$ cat config.mk
export PLATFORM = sky130hd
export DESIGN_NAME = cmac_link_monitor
export DESIGN_NICKNAME = d
export VERILOG_FILES = /design/src/rtl/cmac_link_monitor.sv
export SDC_FILE = /design/constraint.sdc
export NUM_CORES = 1
export LEC_CHECK = 0
export CAP_MARGIN = 15
export CORE_ASPECT_RATIO = 0.9
export CORE_MARGIN = 2
export CORE_UTILIZATION = 30
export DETAILED_ROUTE_END_ITERATION = 8
export SLEW_MARGIN = 5
export SYNTH_ARGS = -nofsm -noshare
export SYNTH_HDL_FRONTEND = slang
export SYNTH_SLANG_ARGS = --single-unit
$ cat constraint.sdc
create_clock -name s_axi_aclk -period 2.6 [get_ports s_axi_aclk]
set_input_delay 0.52 -clock s_axi_aclk [delete_from_list [all_inputs] [get_ports s_axi_aclk]]
set_output_delay 0.52 -clock s_axi_aclk [all_outputs]
set_load 0.005 [all_outputs]
$ cat src/rtl/cmac_link_monitor.sv
// Per-port CMAC link qualification: CDC sync, debounce to UP, flap counting and restart requests.
// Optional auto-restart on prolonged DOWN: define CMAC_LINK_MONITOR_AUTO_RESTART_EN.
module cmac_link_monitor #(
  parameter int unsigned NUM_PORTS       = 2,
  parameter int unsigned SYNC_STAGES     = 3,
  parameter int unsigned DEBOUNCE_CYCLES = 1024,
  parameter int unsigned RESTART_TIMEOUT = 1000000
) (
  input  logic                      s_axi_aclk,
  input  logic                      s_axi_aresetn,
  input  logic [NUM_PORTS-1:0]      rx_aligned_async,
  input  logic [NUM_PORTS-1:0]      rx_gt_locked_async,
  input  logic                      stats_clear,
  output logic [NUM_PORTS-1:0]      link_up,
  output logic                      all_links_up,
  output logic [NUM_PORTS-1:0]      restart_req,
  output logic [16*NUM_PORTS-1:0]   flap_count
);

  localparam int unsigned QW = (DEBOUNCE_CYCLES > 1) ? $clog2(DEBOUNCE_CYCLES) : 1;
  localparam int unsigned FW = 16;

  typedef enum logic [1:0] {
    ST_DOWN    = 2'd0,
    ST_QUALIFY = 2'd1,
    ST_UP      = 2'd2
`ifdef CMAC_LINK_MONITOR_AUTO_RESTART_EN
    ,ST_RESTART = 2'd3
`endif
  } state_t;

  // Reject parameter values the counters cannot honour.
  if (SYNC_STAGES < 2) begin : g_bad_sync
    $error("cmac_link_monitor: SYNC_STAGES must be >= 2");
  end
  if (DEBOUNCE_CYCLES < 1) begin : g_bad_debounce
    $error("cmac_link_monitor: DEBOUNCE_CYCLES must be >= 1");
  end
  if (RESTART_TIMEOUT < 2) begin : g_bad_timeout
    $error("cmac_link_monitor: RESTART_TIMEOUT must be >= 2");
  end

  for (genvar p = 0; p < NUM_PORTS; p++) begin : g_port
    logic [SYNC_STAGES-1:0] aligned_sync;
    logic [SYNC_STAGES-1:0] locked_sync;
    logic                   good;
    state_t                 state_q, state_d;
    logic [QW-1:0]          qual_q, qual_d;
    logic [FW-1:0]          flap_q, flap_d;
    logic                   flap_evt;
`ifdef CMAC_LINK_MONITOR_AUTO_RESTART_EN
    localparam int unsigned TW = $clog2(RESTART_TIMEOUT);
    logic [TW-1:0]          timer_q, timer_d;
`endif

    // Independent synchronizer per asynchronous status bit.
    always_ff @(posedge s_axi_aclk or negedge s_axi_aresetn) begin
      if (!s_axi_aresetn) begin
        aligned_sync <= '0;
        locked_sync  <= '0;
      end else begin
        aligned_sync <= {aligned_sync[SYNC_STAGES-2:0], rx_aligned_async[p]};
        locked_sync  <= {locked_sync[SYNC_STAGES-2:0], rx_gt_locked_async[p]};
      end
    end

    assign good = aligned_sync[SYNC_STAGES-1] & locked_sync[SYNC_STAGES-1];

    always_ff @(posedge s_axi_aclk or negedge s_axi_aresetn) begin
      if (!s_axi_aresetn) begin
        state_q <= ST_DOWN;
        qual_q  <= '0;
        flap_q  <= '0;
`ifdef CMAC_LINK_MONITOR_AUTO_RESTART_EN
        timer_q <= '0;
`endif
      end else begin
        state_q <= state_d;
        qual_q  <= qual_d;
        flap_q  <= flap_d;
`ifdef CMAC_LINK_MONITOR_AUTO_RESTART_EN
        timer_q <= timer_d;
`endif
      end
    end

    always_comb begin
      state_d  = state_q;
      qual_d   = qual_q;
      flap_evt = 1'b0;
`ifdef CMAC_LINK_MONITOR_AUTO_RESTART_EN
      timer_d  = timer_q;
`endif
      unique case (state_q)
        ST_DOWN: begin
          if (good) begin
            state_d = ST_QUALIFY;
            qual_d  = '0;
`ifdef CMAC_LINK_MONITOR_AUTO_RESTART_EN
            timer_d = '0;
          end else if (timer_q == TW'(RESTART_TIMEOUT - 1)) begin
            state_d = ST_RESTART;
            timer_d = '0;
          end else begin
            timer_d = timer_q + TW'(1);
`endif
          end
        end
        ST_QUALIFY: begin
          if (!good) begin
            state_d = ST_DOWN;
`ifdef CMAC_LINK_MONITOR_AUTO_RESTART_EN
            timer_d = '0;
`endif
          end else if (qual_q == QW'(DEBOUNCE_CYCLES - 1)) begin
            state_d = ST_UP;
          end else begin
            qual_d = qual_q + QW'(1);
          end
        end
        ST_UP: begin
          if (!good) begin
            state_d  = ST_DOWN;
            flap_evt = 1'b1;
`ifdef CMAC_LINK_MONITOR_AUTO_RESTART_EN
            timer_d  = '0;
`endif
          end
        end
`ifdef CMAC_LINK_MONITOR_AUTO_RESTART_EN
        ST_RESTART: begin
          state_d = ST_DOWN;
          timer_d = '0;
        end
`endif
        default: begin
          state_d = ST_DOWN;
        end
      endcase

      // A clear on the same cycle as a flap leaves the counter at zero.
      flap_d = flap_q;
      if (stats_clear) begin
        flap_d = '0;
      end else if (flap_evt && (flap_q != {FW{1'b1}})) begin
        flap_d = flap_q + FW'(1);
      end
    end

    assign link_up[p]              = (state_q == ST_UP);
    assign flap_count[FW*p +: FW]  = flap_q;
`ifdef CMAC_LINK_MONITOR_AUTO_RESTART_EN
    assign restart_req[p]          = (state_q == ST_RESTART);
`else
    assign restart_req[p]          = 1'b0;
`endif
  end

  always_ff @(posedge s_axi_aclk or negedge s_axi_aresetn) begin
    if (!s_axi_aresetn) begin
      all_links_up <= 1'b0;
    end else begin
      all_links_up <= &link_up;
    end
  end

endmodule
==> flow_summary.yaml <==
yosys:
  syn_area_per_cell_um2: 10.1
  synth_cell_types: 54
  ys_seq_area_frac: 0.487
  synthCells: 351
  synth_ff_type: "dfrtp_1"
  synth_edf_count: 0
  synth-async-reset-ratio: 1.00
  synth-seq-cells: 69
  yosysWarnings: 0
  syn_area_um2: 3540
power:
  switching_share: 0.234
  power.total_mw: 2.35
  netSwitchingPower_mw: 0.548
  p_clk_frac: 0.492
  combPwrFrac: 0.036
  internal-power_mw: 1.80
  ir_drop_mv: 0.249
  p_leak_nw: 1.74
  power.density_nw_per_um2: 532
  p_seq_frac: 0.472
floorplanning:
  rows: 37
  boundaryPins: 44
  die_area_um2: 12700
  initial_utilization: 0.309
  die_w_um: 119
  core_area_um2: 11500
  die_y_um: 107
finish:
  final_common_cell: "dfrtp_1"
  drive_above_1_share: 0.120
  multi_input_area_um2: 1710
  diodes: 0
  nNetsFinal: 406
  n_fill_cell: 1191
  area_growth_syn_to_layout_pct: 24.5
  final_cell_area_um2: 4410
  seqCellArea_um2: 1730
  final_cell_mix: "dfrtp_1, clkdlybuf4s50_1, a21oi_1, nand2_1, nor2_1"
critical_path:
  cp_cell_sequence: "nand2b_1, inv_1, clkdlybuf4s50_1"
  crit_path_top_delay_cell: "clkdlybuf4s50_1"
  cpLargestDelayFamily: "buffers and inverters"
  cp-start-kind: "flip-flop"
  crit_path_end_kind: "primary output"
  cp.arrival_ns: 1.67
  path_buf_inv: 2
  crit_fanout: 7
  critical_path_class: "reg2out"
  slowest_delay_ns: 0.55
  required_ns: 2.08
clock_network:
  clockRootBuffer: "clkbuf_16"
  clock_latency_ns: 0.33
  cts_setup_buffers: 0
  ctsHoldBuffers: 0
  cts_resized: 0
  numCtsBuffers: 9
  clockBufferDepth: 2
  htree_levels: 3
  cts_sinks: 69
  path_clk_slew_ns: 0.06
  cts_tree: "built"
flow_run:
  maxCapViolations: 0
sta:
  finalSetupViolCount: 0
  fmax_mhz: 457
  tns_ns: 0
  slew_headroom: 0.478
  period_needed_ns: 2.19
  drv_slew: 0
  min_period_over_period: 0.841
  hold_violations: 0
  grt_setup_unrepaired: "false"
  skew_ns: 0.0114
  worst_slew_pin_slew_ns: 0.777
  fin_ws_ns: 0.413
grt:
  antenna_found_initial: 0
  overflow: 0
  gr-usage-all-layers: 0.131
  grt_pass1_vias: 2809
  grt_max_degree: 55
  grt_first_pass_wirelength_mm: 13.5
placement:
  routabilityCongestion: 0.722
  place_hpwl_mm: 5.23
  place_ws_ns: 0.665
  io_buffers: 41
  placed_area_um2: 4130
routing:
  via_per_inst: 5.21
  drt_iter0_markers: 135
  drcViolationCount: 0
  dr.pass1.iters: 4
  routed_wl_mm: 7.84
  ant_nets: 0
  wl_per_cell_um: 14.1
  num_vias: 2897
worst_hold_path:
  worstHoldPathType: "in2async"
run_status:
  status: "finished clean"
-- power by group through the flow --
stage               logic, mW  clock network (mW)  registers (mW)
floorplan              0.0449                   0            1.12
global placement       0.0853                   0            1.13
detailed placement     0.0865                   0            1.13
CTS                    0.0865                1.19            1.11
global route           0.0966                1.24            1.11
finish                 0.0840                1.16            1.11
-- through the flow --
stage	util	instances	hold slack, ns
after CTS	0.384	556	0.118
after floorplan	-	352	0.224
after detailed placement	0.360	540	0.339
final	0.384	556	0.113
after global placement	0.360	540	0.341
after global routing	0.384	556	0.135
-- Yosys cell counts, types with 2 or more instances --
cell      count  area share
dfrtp_1      69        0.49
a21oi_1      34       0.048
nand2_1      26       0.028
nor2_1       21       0.022
nand3_1      19       0.027
o31ai_1      19       0.040
or4_1        16       0.034
nand4_1      11       0.019
nor2b_1      11       0.019
o21ai_0      11       0.016
mux2_2        9       0.029
nor3_1        9       0.013
or3_1         9       0.016
inv_1         7      0.0074
nor4_1        6       0.011
and4_1        5       0.012
buf_2         5      0.0071
clkbuf_1      4      0.0042
ha_1          4       0.014
a22o_1        3      0.0074
and3_1        3      0.0053
buf_4         3      0.0064
mux2_1        3      0.0095
mux2i_1       3      0.0085
nand2b_1      3      0.0053
nand4_2       3       0.011
and3b_1       2      0.0049
nand3b_1      2      0.0042
nor4_2        2      0.0071
nor4b_1       2      0.0049
o211ai_1      2      0.0042
or3_2         2      0.0042
xor2_1        2      0.0049
-- cell families after synthesis --
logic type      after synthesis  share of synthesized area
simple gates                163                      0.283
fa+ha+maj                     4                     0.0141
compound gates               75                      0.131
xor+xnor                      2                    0.00494
buf+inv                      22                     0.0318
mux                          15                     0.0466
other cells                   1                    0.00106
flops                        69                      0.487
-- final cells by class --
| type | instances | area share |
|---|---|---|
| Tap cell | 156 | 0.0442 |
| Multi-Input combinational cell | 261 | 0.387 |
| Clock buffer | 10 | 0.0542 |
| Clock inverter | 6 | 0.0105 |
| Timing Repair Buffer | 46 | 0.106 |
| Inverter | 8 | 0.00680 |
| Sequential cell | 69 | 0.391 |
-- sequential cells by signal (all words and copies together), names as in the netlist --
name                 cells
all_links_up             1
g_port.aligned_sync      6
g_port.flap_q           32
g_port.locked_sync       6
g_port.qual_q           20
g_port.state_q           4
-- worst register-to-register path: stages, from the launching register on --
cell and delay (ns):
dfrtp_1 0.48, nand2b_4 0.20, inv_2 0.10, nand4_1 0.35, nor4_1 0.33, mux2_2 0.37
-- metal layers --
layer	vias up	global-route usage	wire length (um)
met5	-	0	0
met4	0	0.0476	79
met3	5	0.0410	210
met2	34	0.201	3610
met1	1440	0.175	3940
li1	1418	-	-
-- final timing paths --
path                                            from                        end  slack [ns]  depth (start not counted)
setup / recovery                g_port[0].state_q[0]                 link_up[0]        0.41                          3
hold / removal                         s_axi_aresetn        g_port[1].qual_q[8]        0.11                          1
setup reg to reg                g_port[1].state_q[0]       g_port[1].flap_q[13]        0.65                          5
hold reg to reg            g_port[1].aligned_sync[0]  g_port[1].aligned_sync[1]        0.35                          0
max in group asynchronous              s_axi_aresetn        g_port[0].flap_q[0]        1.86                          2
min in group s_axi_aclk    g_port[1].aligned_sync[0]  g_port[1].aligned_sync[1]        0.35                          0
No activity file was read; power rests on OpenSTA's default activity.
